==> config.mk <==
export PLATFORM = sky130hd
export DESIGN_NAME = cordic_fixedpoint_phase_prep_flat
export DESIGN_NICKNAME = d
export VERILOG_FILES = /design/src/rtl/cordic_fixedpoint_phase_prep_if.sv /design/src/rtl/cordic_fixedpoint_phase_prep.sv /design/src/flat_wrapper.sv
export SDC_FILE = /design/constraint.sdc
export NUM_CORES = 1
export LEC_CHECK = 0
export ABC_AREA = 1
export CELL_PAD_IN_SITES_DETAIL_PLACEMENT = 1
export CELL_PAD_IN_SITES_GLOBAL_PLACEMENT = 2
export CORE_MARGIN = 2
export CORE_UTILIZATION = 25
export DETAILED_ROUTE_END_ITERATION = 8
export PLACE_DENSITY = 0.67
export SETUP_SLACK_MARGIN = 0.02
export SKIP_LAST_GASP = 1
export SYNTH_ARGS = -nofsm -noshare
export SYNTH_HDL_FRONTEND = slang
export SYNTH_SLANG_ARGS = --single-unit
==> constraint.sdc <==
create_clock -name iClk -period 6.9 [get_ports iClk]
set_input_delay 1.38 -clock iClk [delete_from_list [all_inputs] [get_ports iClk]]
set_output_delay 1.38 -clock iClk [all_outputs]
set_load 0.01 [all_outputs]
==> src/rtl/cordic_fixedpoint_phase_prep_if.sv <==
// Handshake bundle for the CORDIC phase-prep stage.
// slave: DUT view (sample in, folded phase out); master: driver view.
interface cordic_fixedpoint_phase_prep_if;
  logic        iValid;
  logic        oReady;
  logic [22:0] iPhase;
  logic        oValid;
  logic        iReady;
  logic [20:0] oPhase_abs;
  logic        oSign;
  logic        oFold;
  logic        oRange_err;

  modport slave (
    input  iValid, iPhase, iReady,
    output oReady, oValid, oPhase_abs,
    output oSign, oFold, oRange_err
  );

  modport master (
    output iValid, iPhase, iReady,
    input  oReady, oValid, oPhase_abs,
    input  oSign, oFold, oRange_err
  );
endinterface

==> src/rtl/cordic_fixedpoint_phase_prep.sv <==
// CORDIC phase prep: saturate Q2.20 phase to [-pi,pi], fold to [-pi/2,pi/2].
// Ports: iClk, iReset (sync, high), bus (slave): valid/ready in and out.
module cordic_fixedpoint_phase_prep (
  input logic iClk,
  input logic iReset,
  cordic_fixedpoint_phase_prep_if.slave bus
);
  localparam logic signed [23:0] PI = 24'sd3294199;
  localparam logic signed [23:0] HALF_PI = 24'sd1647099;

  logic        s1_valid_q;
  logic [22:0] s1_phase_q;
  logic        s1_err_q;
  logic        out_valid_q;
  logic [20:0] abs_q;
  logic        sign_q;
  logic        fold_q;
  logic        err_q;

  logic        s2_adv;
  logic        s1_adv;

  logic signed [23:0] in_ext;
  logic [22:0] sat_d;
  logic        sat_err_d;

  logic signed [23:0] s1_ext;
  logic signed [23:0] q;
  logic signed [23:0] neg_q;
  logic        fold_d;
  logic        sign_d;
  logic [20:0] abs_d;
  logic        unused_bits;

  assign s2_adv = !out_valid_q || bus.iReady;
  assign s1_adv = !s1_valid_q || s2_adv;
  assign bus.oReady = s1_adv;

  assign in_ext = {bus.iPhase[22], bus.iPhase};
  assign s1_ext = {s1_phase_q[22], s1_phase_q};

  always_comb begin
    sat_d = bus.iPhase;
    sat_err_d = 1'b0;
    if (in_ext > PI) begin
      sat_d = PI[22:0];
      sat_err_d = 1'b1;
    end else if (in_ext < -PI) begin
      sat_d = 23'(-PI);
      sat_err_d = 1'b1;
    end
  end

  // |q| <= pi/2 after folding, so 21 bits hold the magnitude exactly
  always_comb begin
    q = s1_ext;
    fold_d = 1'b0;
    if (s1_ext > HALF_PI) begin
      q = s1_ext - PI;
      fold_d = 1'b1;
    end else if (s1_ext < -HALF_PI) begin
      q = s1_ext + PI;
      fold_d = 1'b1;
    end
    neg_q = -q;
    sign_d = q[23];
    abs_d = sign_d ? neg_q[20:0] : q[20:0];
  end

  assign unused_bits = ^{q[22:21], neg_q[23:21]};

  always_ff @(posedge iClk) begin
    if (iReset) begin
      s1_valid_q <= 1'b0;
      s1_phase_q <= '0;
      s1_err_q <= 1'b0;
      out_valid_q <= 1'b0;
      abs_q <= '0;
      sign_q <= 1'b0;
      fold_q <= 1'b0;
      err_q <= 1'b0;
    end else begin
      if (s1_adv) begin
        s1_valid_q <= bus.iValid;
        if (bus.iValid) begin
          s1_phase_q <= sat_d;
          s1_err_q <= sat_err_d;
        end
      end
      if (s2_adv) begin
        out_valid_q <= s1_valid_q;
        if (s1_valid_q) begin
          abs_q <= abs_d;
          sign_q <= sign_d;
          fold_q <= fold_d;
          err_q <= s1_err_q;
        end
      end
    end
  end

  assign bus.oValid = out_valid_q;
  assign bus.oPhase_abs = abs_q;
  assign bus.oSign = sign_q;
  assign bus.oFold = fold_q;
  assign bus.oRange_err = err_q;
endmodule

==> src/flat_wrapper.sv <==
// flat-port wrapper written by rule: the top's interface ports become plain ports
module cordic_fixedpoint_phase_prep_flat 
  (iClk, iReset, bus_iValid, bus_iPhase, bus_iReady, bus_oReady, bus_oValid, bus_oPhase_abs, bus_oSign, bus_oFold, bus_oRange_err);
  cordic_fixedpoint_phase_prep_if bus_i ();
  input logic iClk;
  input logic iReset;
  input wire logic [$bits(bus_i.iValid)-1:0] bus_iValid;
  input wire logic [$bits(bus_i.iPhase)-1:0] bus_iPhase;
  input wire logic [$bits(bus_i.iReady)-1:0] bus_iReady;
  output wire logic [$bits(bus_i.oReady)-1:0] bus_oReady;
  output wire logic [$bits(bus_i.oValid)-1:0] bus_oValid;
  output wire logic [$bits(bus_i.oPhase_abs)-1:0] bus_oPhase_abs;
  output wire logic [$bits(bus_i.oSign)-1:0] bus_oSign;
  output wire logic [$bits(bus_i.oFold)-1:0] bus_oFold;
  output wire logic [$bits(bus_i.oRange_err)-1:0] bus_oRange_err;
  assign bus_i.iValid = bus_iValid;
  assign bus_i.iPhase = bus_iPhase;
  assign bus_i.iReady = bus_iReady;
  assign bus_oReady = bus_i.oReady;
  assign bus_oValid = bus_i.oValid;
  assign bus_oPhase_abs = bus_i.oPhase_abs;
  assign bus_oSign = bus_i.oSign;
  assign bus_oFold = bus_i.oFold;
  assign bus_oRange_err = bus_i.oRange_err;
  cordic_fixedpoint_phase_prep u_core (.iClk(iClk), .iReset(iReset), .bus(bus_i));
endmodule
==> summary.txt, run 1 <==
Outcome = complete, no violations
Reg clk slew, reported paths = 0.07 ns
WL/cell = 15.7 microns
Layout net count = 887
Critical path fanouts, max = 3
Dpl hpwl = 14.0 mm
Drt first-iter violations = 236
Post-Synthesis Cells = 835
Detailed-route via count = 5437
Fin crit share = 56.9%
Vias in the first global route = 5491
Critical path capture point type = primary output
Yosys warns = 0
Peak Freq = 0.255 GHz
Final Hold Fails = 0
Die Span X = 143 microns
Gr ovfl total = 0
Fin crit period = 3.93 ns
Power density cells = 186 nW/um^2
Distinct cells, synth = 40
Worst Hold Launch = u_core.bus.oPhase_abs[1]
TritonCTS Buffers = 5
Register area share after synthesis = 20.7%
Layout cell share with drive strength beyond 1 = 9.68%
Mapped Avg Cell Area = 5.79 sq um
Post-layout util = 29.8%
Die Span Y = 143 microns
Data required, critical path = 5.52 ns
Core area = 18800 sq um
# DRC = 0
Most common cell after layout, fill and taps aside = nand2_1
Worst Hold Class = reg2reg
Startpoint types = input pin
Hold_buf cts = 0
Arrival time worst endpoint = 2.55 ns
Setup violators final = 0
Worst-margin pin slew = 0.944 ns
Worst skew pair latency = 0.30 ns
Post-route ant nets = 0
Crit Path Category = in2out
Drt first pass iters = 4
CTS tree = yes
Clock skew = 0.00449 ns
Port Buf Inserts = 52
CTS sink count = 50
Final WL = 17.5 mm
Unrepaired setup endpoints after global routing = no
Number of synthesized register bits = 50
Post-Synthesis Cell Area = 4830 sq um
Slew HR = 36.9%
Slew Viols, Final = 0
Via/cell ratio = 4.87
Leak = 0.00251 uW
Cts repair resizes = 0
Initial antenna violation count = 0
Global Route Usage Sum = 17.8%
Critical path origin = bus_iReady
GPL Wtd Cong = 0.861
Die area = 20500 sq um
Clock Path Buffers = 2
First-pass GRT wire length = 28.9 mm
Initial core utilization = 25.7%
Worst reg2reg startpoint = u_core.s1_phase_q[14]
Ports = 53
CTS root buf = clkbuf_16
Max-cap violations = 0
Most frequent cells in the layout = nand2_1 (227), nand3_1 (104), nor2_1 (103)
Row count = 50
Net Count, Synth = 866
Diodes inserted = 0
Layout area overhead = 16.2%
Setup bufs post-CTS = 0
Total number of H-tree levels = 2
Final TNS setup = 0 ns
Largest net degree at the start of global routing = 43
VDD IR max = 0.0870 mV
-- worst max-delay path: stages --
cell and delay, ns:
clkdlybuf4s50_1 0.45, inv_1 0.05, nand3_1 0.11, clkdlybuf4s50_1 0.56
-- flip-flops by register name, indices dropped and copies added (netlist names) --
| name | cells |
|---|---|
| u_core.s1_phase_q | 23 |
| u_core.bus.oPhase_abs | 21 |
| u_core.bus.oFold | 1 |
| u_core.bus.oRange_err | 1 |
| u_core.bus.oSign | 1 |
| u_core.bus.oValid | 1 |
| u_core.s1_err_q | 1 |
| u_core.s1_valid_q | 1 |
-- cell families (layout without fill, tap and decap cells) --
family	count (synthesis)	after routing	share of synthesized area, %
DFF	50	50	20.7
xor gates and xnor gates	10	10	1.97
buffers and inverters	138	160	12.3
muxes	1	1	0.207
adders and majority gates	4	4	1.04
and+or+nand+nor	511	511	48.2
AOI/OAI and AO/OA	121	121	15.5
-- through the flow --
stage	cells	instance area [sq um]	total power, uW	setup slack, ns	hold slack (ns)
2_1_floorplan	835	4830	654	3.70	0.442
3_3_place_gp	1109	5470	782	2.84	0.461
3_5_place_dp	1109	5470	790	2.65	0.457
4_1_cts	1117	5620	1060	2.97	0.469
5_1_grt	1117	5620	1130	2.74	0.489
6_report	1117	5620	1040	2.97	0.466
-- path summary, 6_finish.rpt --
path / endpoint / depth (start not counted) / slack (ns)
min reg2reg: u_core.bus.oPhase_abs[1] / 2 / 0.47
min: u_core.bus.oPhase_abs[1] / 2 / 0.47
max: bus_oReady / 4 / 2.97
max reg2reg: u_core.bus.oPhase_abs[20] / 19 / 3.43
-- synthesized netlist by cell type, drive strengths merged --
library cell / number / area (sq um)
mux2i: 1 / 10.0
o21bai: 1 / 7.51
o21ai: 25 / 125
o21a: 1 / 7.51
nand4: 12 / 81.3
buf: 27 / 179
o31ai: 2 / 15.0
nor2: 125 / 564
nor4: 3 / 18.8
a221oi: 12 / 105
ha: 4 / 50.1
dfxtp: 50 / 1000
nand3b: 3 / 22.5
o211ai: 13 / 97.6
nand2: 245 / 975
clkinv: 2 / 7.51
a31o: 1 / 8.76
a21oi: 58 / 332
nand3: 110 / 603
nor3: 13 / 65.1
a21boi: 2 / 15.0
inv: 94 / 353
clkbuf: 15 / 56.3
a31oi: 6 / 37.5
xor2: 10 / 95.1
-- power by group --
group	leakage [uW]	switching, uW	total [uW]	internal [uW]
clock network	0.0000740	128	263	135
registers	0.000413	37.4	350	312
logic	0.00202	281	430	149
total	0.00251	446	1040	597
-- per-layer routing --
metal  up-vias  wire length (microns)  track usage [%]
li1       2757                      -                -
met1      2575                   8440             23.7
met2        89                   8190             30.4
met3        16                    604             1.91
met4         0                    280             4.95
met5         -                      0                0
-- final cells by class --
type / count / area (sq um)
Clock inverter: 3 / 18.8
Tap cell: 260 / 325
Sequential cell: 50 / 1000
Clock buffer: 5 / 125
Fill cell: 2460 / 13200
Timing Repair Buffer: 56 / 551
Inverter: 96 / 360
Multi-Input combinational cell: 647 / 3240
Power figures use the tool's default switching activity.
==> inputs of run 2 (changes only) <==
clock period = 3.95 ns   (was 6.9 ns; I/O delays follow)
==> run 2 against run 1 <==
Compared with the run above:
- sequential share of layout area fell by 0.18 points
- clock skew rose by 0.0027 ns
- power rose by 83%
- global-route usage fell by 0.094 points
- die area did not move
- critical path depth rose by 14
- combinational power rose by 74%
- clock power rose by 100%
- register-to-register slack got worse by 2.6 ns
==> summary.txt, run 2 (synthesis results as in run 1) <==
Final WL = 17.5 mm
Detailed-route via count = 5461
Most used routing layer = met2
Area of the multi-input gates = 3240 sq um
Max-cap violations = 0
Initial core utilization = 25.7%
Met1 usage = 23.6%
Worst Hold Class = reg2reg
Hold_buf cts = 0
First-pass GRT wire length = 28.8 mm
Worst-margin pin slew = 0.503 ns
Layout cell share with drive strength beyond 1 = 10.0%
Slew HR = 66.4%
FF+latch area = 1000 sq um
Critical path fanouts, max = 14
Largest net degree at the start of global routing = 43
Global Route Usage Sum = 17.7%
Setup bufs post-CTS = 0
M2 GR Usage = 30.6%
CTS root buf = clkbuf_16
Leak = 0.00254 uW
CTS tree = yes
Data required, critical path = 4.15 ns
WL/cell = 15.7 microns
Crit Path Category = reg2reg
Fin crit share = 79.3%
Fin crit period = 3.13 ns
Cts repair resizes = 0
Max reg flops = 23
Clock skew = 0.00717 ns
# fillers = 2452
Final Hold Fails = 0
Total number of H-tree levels = 2
Met3 Use GR = 2.05%
Slew Viols, Final = 0
CTS sink count = 50
Final TNS setup = 0 ns
Port Buf Inserts = 52
Most frequent cells in the layout = nand2_1 (227), nand3_1 (104), nor2_1 (103)
Row count = 50
GPL Wtd Cong = 0.881
Layout area overhead = 17.4%
Gr ovfl total = 0
Reg clk slew, reported paths = 0.07 ns
VDD IR max = 0.147 mV
Setup violators final = 0
Post-route ant nets = 0
Layout net count = 890
# DRC = 0
Ports = 53
Drt first-iter violations = 211
WHS = 0.470 ns
Most common cell after layout, fill and taps aside = nand2_1
Vias in the first global route = 5495
Unrepaired setup endpoints after global routing = no
Worst skew pair latency = 0.31 ns
Biggest register = u_core.s1_phase_q
Arrival time worst endpoint = 3.33 ns
Core area = 18800 sq um
Clock Path Buffers = 2
Via/cell ratio = 4.88
Diodes inserted = 0
Die Span Y = 143 microns
Peak Freq = 0.319 GHz
Critical path capture point type = flip-flop
Die Span X = 143 microns
Startpoint types = flip-flop
Dpl hpwl = 14.2 mm
Initial antenna violation count = 0
Drt first pass iters = 6
TritonCTS Buffers = 5
Power density cells = 335 nW/um^2
Die area = 20500 sq um
Outcome = complete, no violations
[run 2: path summary, 6_finish.rpt]
kind	from	to	slack, ns	depth (start not counted)
min reg2reg	u_core.bus.oPhase_abs[1]	u_core.bus.oPhase_abs[1]	0.47	2
max reg2reg	u_core.s1_phase_q[14]	u_core.bus.oPhase_abs[10]	0.82	18
max	u_core.s1_phase_q[14]	u_core.bus.oPhase_abs[10]	0.82	18
min	u_core.bus.oPhase_abs[1]	u_core.bus.oPhase_abs[1]	0.47	2
[run 2: cell type report]
class	count	area share, %
clock buffer	6	2.45
clock inverter	2	0.684
inverter	96	6.35
multi-input combinational	647	57.0
sequential	50	17.6
tap	260	5.73
timing repair buffer	59	10.1
[run 2: per-stage QoR]
step | cell area (sq um) | utilization, % | total power (uW) | cells | worst slack, ns
after global placement | 5500 | 29.2 | 1370 | 1112 | 0.697
after floorplan | 4830 | - | 1140 | 835 | 1.34
after detailed placement | 5500 | 29.2 | 1380 | 1112 | 0.648
after CTS | 5670 | 30.1 | 1930 | 1120 | 0.788
final | 5670 | 30.1 | 1900 | 1120 | 0.816
after global routing | 5670 | 30.1 | 2050 | 1120 | 0.418
[run 2: metal layers]
| metal | share of wire [%] | up-vias | routed length (microns) |
|---|---|---|---|
| met2 | 48 | 76 | 8340 |
| met1 | 49 | 2609 | 8530 |
| met5 | 0 | - | 0 |
| met3 | 2.4 | 12 | 421 |
| met4 | 1.4 | 0 | 245 |
| li1 | - | 2764 | - |
[run 2: critical path, stage by stage (launching register included)]
cell and delay, ns:
dfxtp_1 0.57, inv_2 0.23, nor2_2 0.21, nand2_1 0.09, nor2_2 0.13, nand3_4 0.17
nand3_4 0.24, nand2_4 0.09, xor2_2 0.21, ha_1 0.23, nand3_1 0.12, nor2_2 0.16
nand3_1 0.09, nand2_1 0.11, nand2_1 0.08, nand2_1 0.06, nand2_1 0.05, o21ai_1 0.14
inv_1 0.05
[run 2: power breakdown]
group | internal (uW) | total, uW | switching, uW
combinational | 263 | 749 | 486
clock | 320 | 539 | 220
sequential | 546 | 615 | 69.0
total | 1130 | 1900 | 775
==> RTL change: new RTL, config.mk and constraints of run 2 <==
Reset style: asynchronous (`iReset`), changed in one clocked block.
--- a/src/rtl/cordic_fixedpoint_phase_prep.sv
+++ b/src/rtl/cordic_fixedpoint_phase_prep.sv
@@ -69,7 +69,7 @@
 
   assign unused_bits = ^{q[22:21], neg_q[23:21]};
 
-  always_ff @(posedge iClk) begin
+  always_ff @(posedge iClk or posedge iReset) begin
     if (iReset) begin
       s1_valid_q <= 1'b0;
       s1_phase_q <= '0;
Behaviour: differs if iReset is asserted again (counterexample within 4 cycles, from zero or initial values and one cycle with iReset high); with iReset held inactive, the same outputs for 10 cycles.
==> RTL change against run 2 <==
Sequential share of layout area grew 5.2 points; final area shrank 3.4%; global-route usage shrank 0.061 points; worst setup slack lost 0.15 ns; area after synthesis shrank 2.8%; critical endpoint is now u_core.bus.oPhase_abs[20]$_DFFE_PP0P_; first-iteration DRC count grew 5.7%; wire length shrank 4.3%; sequential cell count is the same.
Power is not compared: it rests on default switching activity, and its combinational part moved more than twofold at a synthesized area within 25%.
==> RTL change: results <==
[synth]
synth_ff_type = "dfrtp_1"
synth_area_leaders = "dfrtp_1, nand2_1, nand3_1"
ys_types = 47
synthTopCellsByCount = "nand2_1, nand3_1, inv_1, nor2_1, dfrtp_1"
yosysSeqAreaShare = 0.2665
synth.net_count = 784

[placement]
post-place-ws_ns = 0.6402
post-dp-hpwl_um = 13670
gp_congestion = 0.9240

[global_routing]
grt_pass1_vias = 5294
grt_pass1_wl_um = 28050
grtUsageTotal = 0.1762
grt_max_degree = 32

[detailed_routing]
vias = 5009
drt_iter0_drc = 223
dr.pass1.iters = 4
wl_per_cell_um = 16.47

[finish]
nNetsFinal = 816
multi_input_gates = 594
drive_above_1_share = 0.1019
final-nonclk-buf-share = 0.1045
clock_cell_area_share = 0.02419
multi_input_area_share = 0.5383
n_sequential_cell = 50
nClkBuffers = 7

[setup_path]
r2r_cells = 19
worst-r2r-setup-slack_ns = 0.67
critPathArrivalTime_ns = 3.48
critPathMaxFanout = 16

[outcome]
outcome = "finished, final reports clean"

[hold_path]
min_to = "u_core.bus.oPhase_abs[2]$_DFFE_PP0P_"
min_from = "u_core.bus.oPhase_abs[2]$_DFFE_PP0P_"

[sta]
skew_ns = 0.01057
tightest_slew_ns = 0.6928
fin_crit_sh = 0.8314

[power]
finalPower_mw = 2.974

[cts]
h-tree-depth = 2
[RTL change: cell count changes in the layout (fill, tap and decap cells not counted), moves of 13 or more]
cell,change
inv_1,-21
a21oi_1,-23
dfrtp_1,+50
o21ai_0,+13
nor2_1,-44
dfxtp_1,-50
nand2_1,+22
[RTL change: layer usage]
| metal | vias to the layer above | share of wire | track usage |
|---|---|---|---|
| li1 | 2517 | - | - |
| met1 | 2378 | 0.48 | 0.2363 |
| met2 | 96 | 0.47 | 0.3055 |
| met3 | 18 | 0.036 | 0.02276 |
| met4 | 0 | 0.016 | 0.03474 |
| met5 | - | 0 | 0 |
[RTL change: stage by stage]
stage	hold slack (ns)	utilization	area [um^2]	instances
final	0.4778	0.2951	5483	1019
after global routing	0.5101	0.2951	5483	1019
after CTS	0.4843	0.2951	5483	1019
after detailed placement	0.4664	0.2879	5350	1012
after global placement	0.4618	0.2879	5350	1012
after floorplan	0.5015	-	4696	753
[RTL change: worst max-delay path, cell delays in order (launching register included)]
cell	delay [ns]
dfrtp_1	0.65
inv_2	0.17
nor2_1	0.17
nand2_1	0.09
nor2_2	0.13
nand3_2	0.21
nand4_4	0.27
nand2_1	0.11
xor2_1	0.17
inv_1	0.09
ha_1	0.15
inv_1	0.06
nor2_2	0.13
nand2_2	0.09
nor2_4	0.22
nand3_1	0.12
nand2_1	0.10
nand3_1	0.08
nand3_1	0.07
nand2_1	0.07
[RTL change: logic make-up after synthesis]
family	Yosys count	synth area share
simple gates	482	0.4754
buf+inv	109	0.1050
compound gates	97	0.1220
flops	50	0.2665
xor+xnor	11	0.02052
fa+ha+maj	4	0.01066
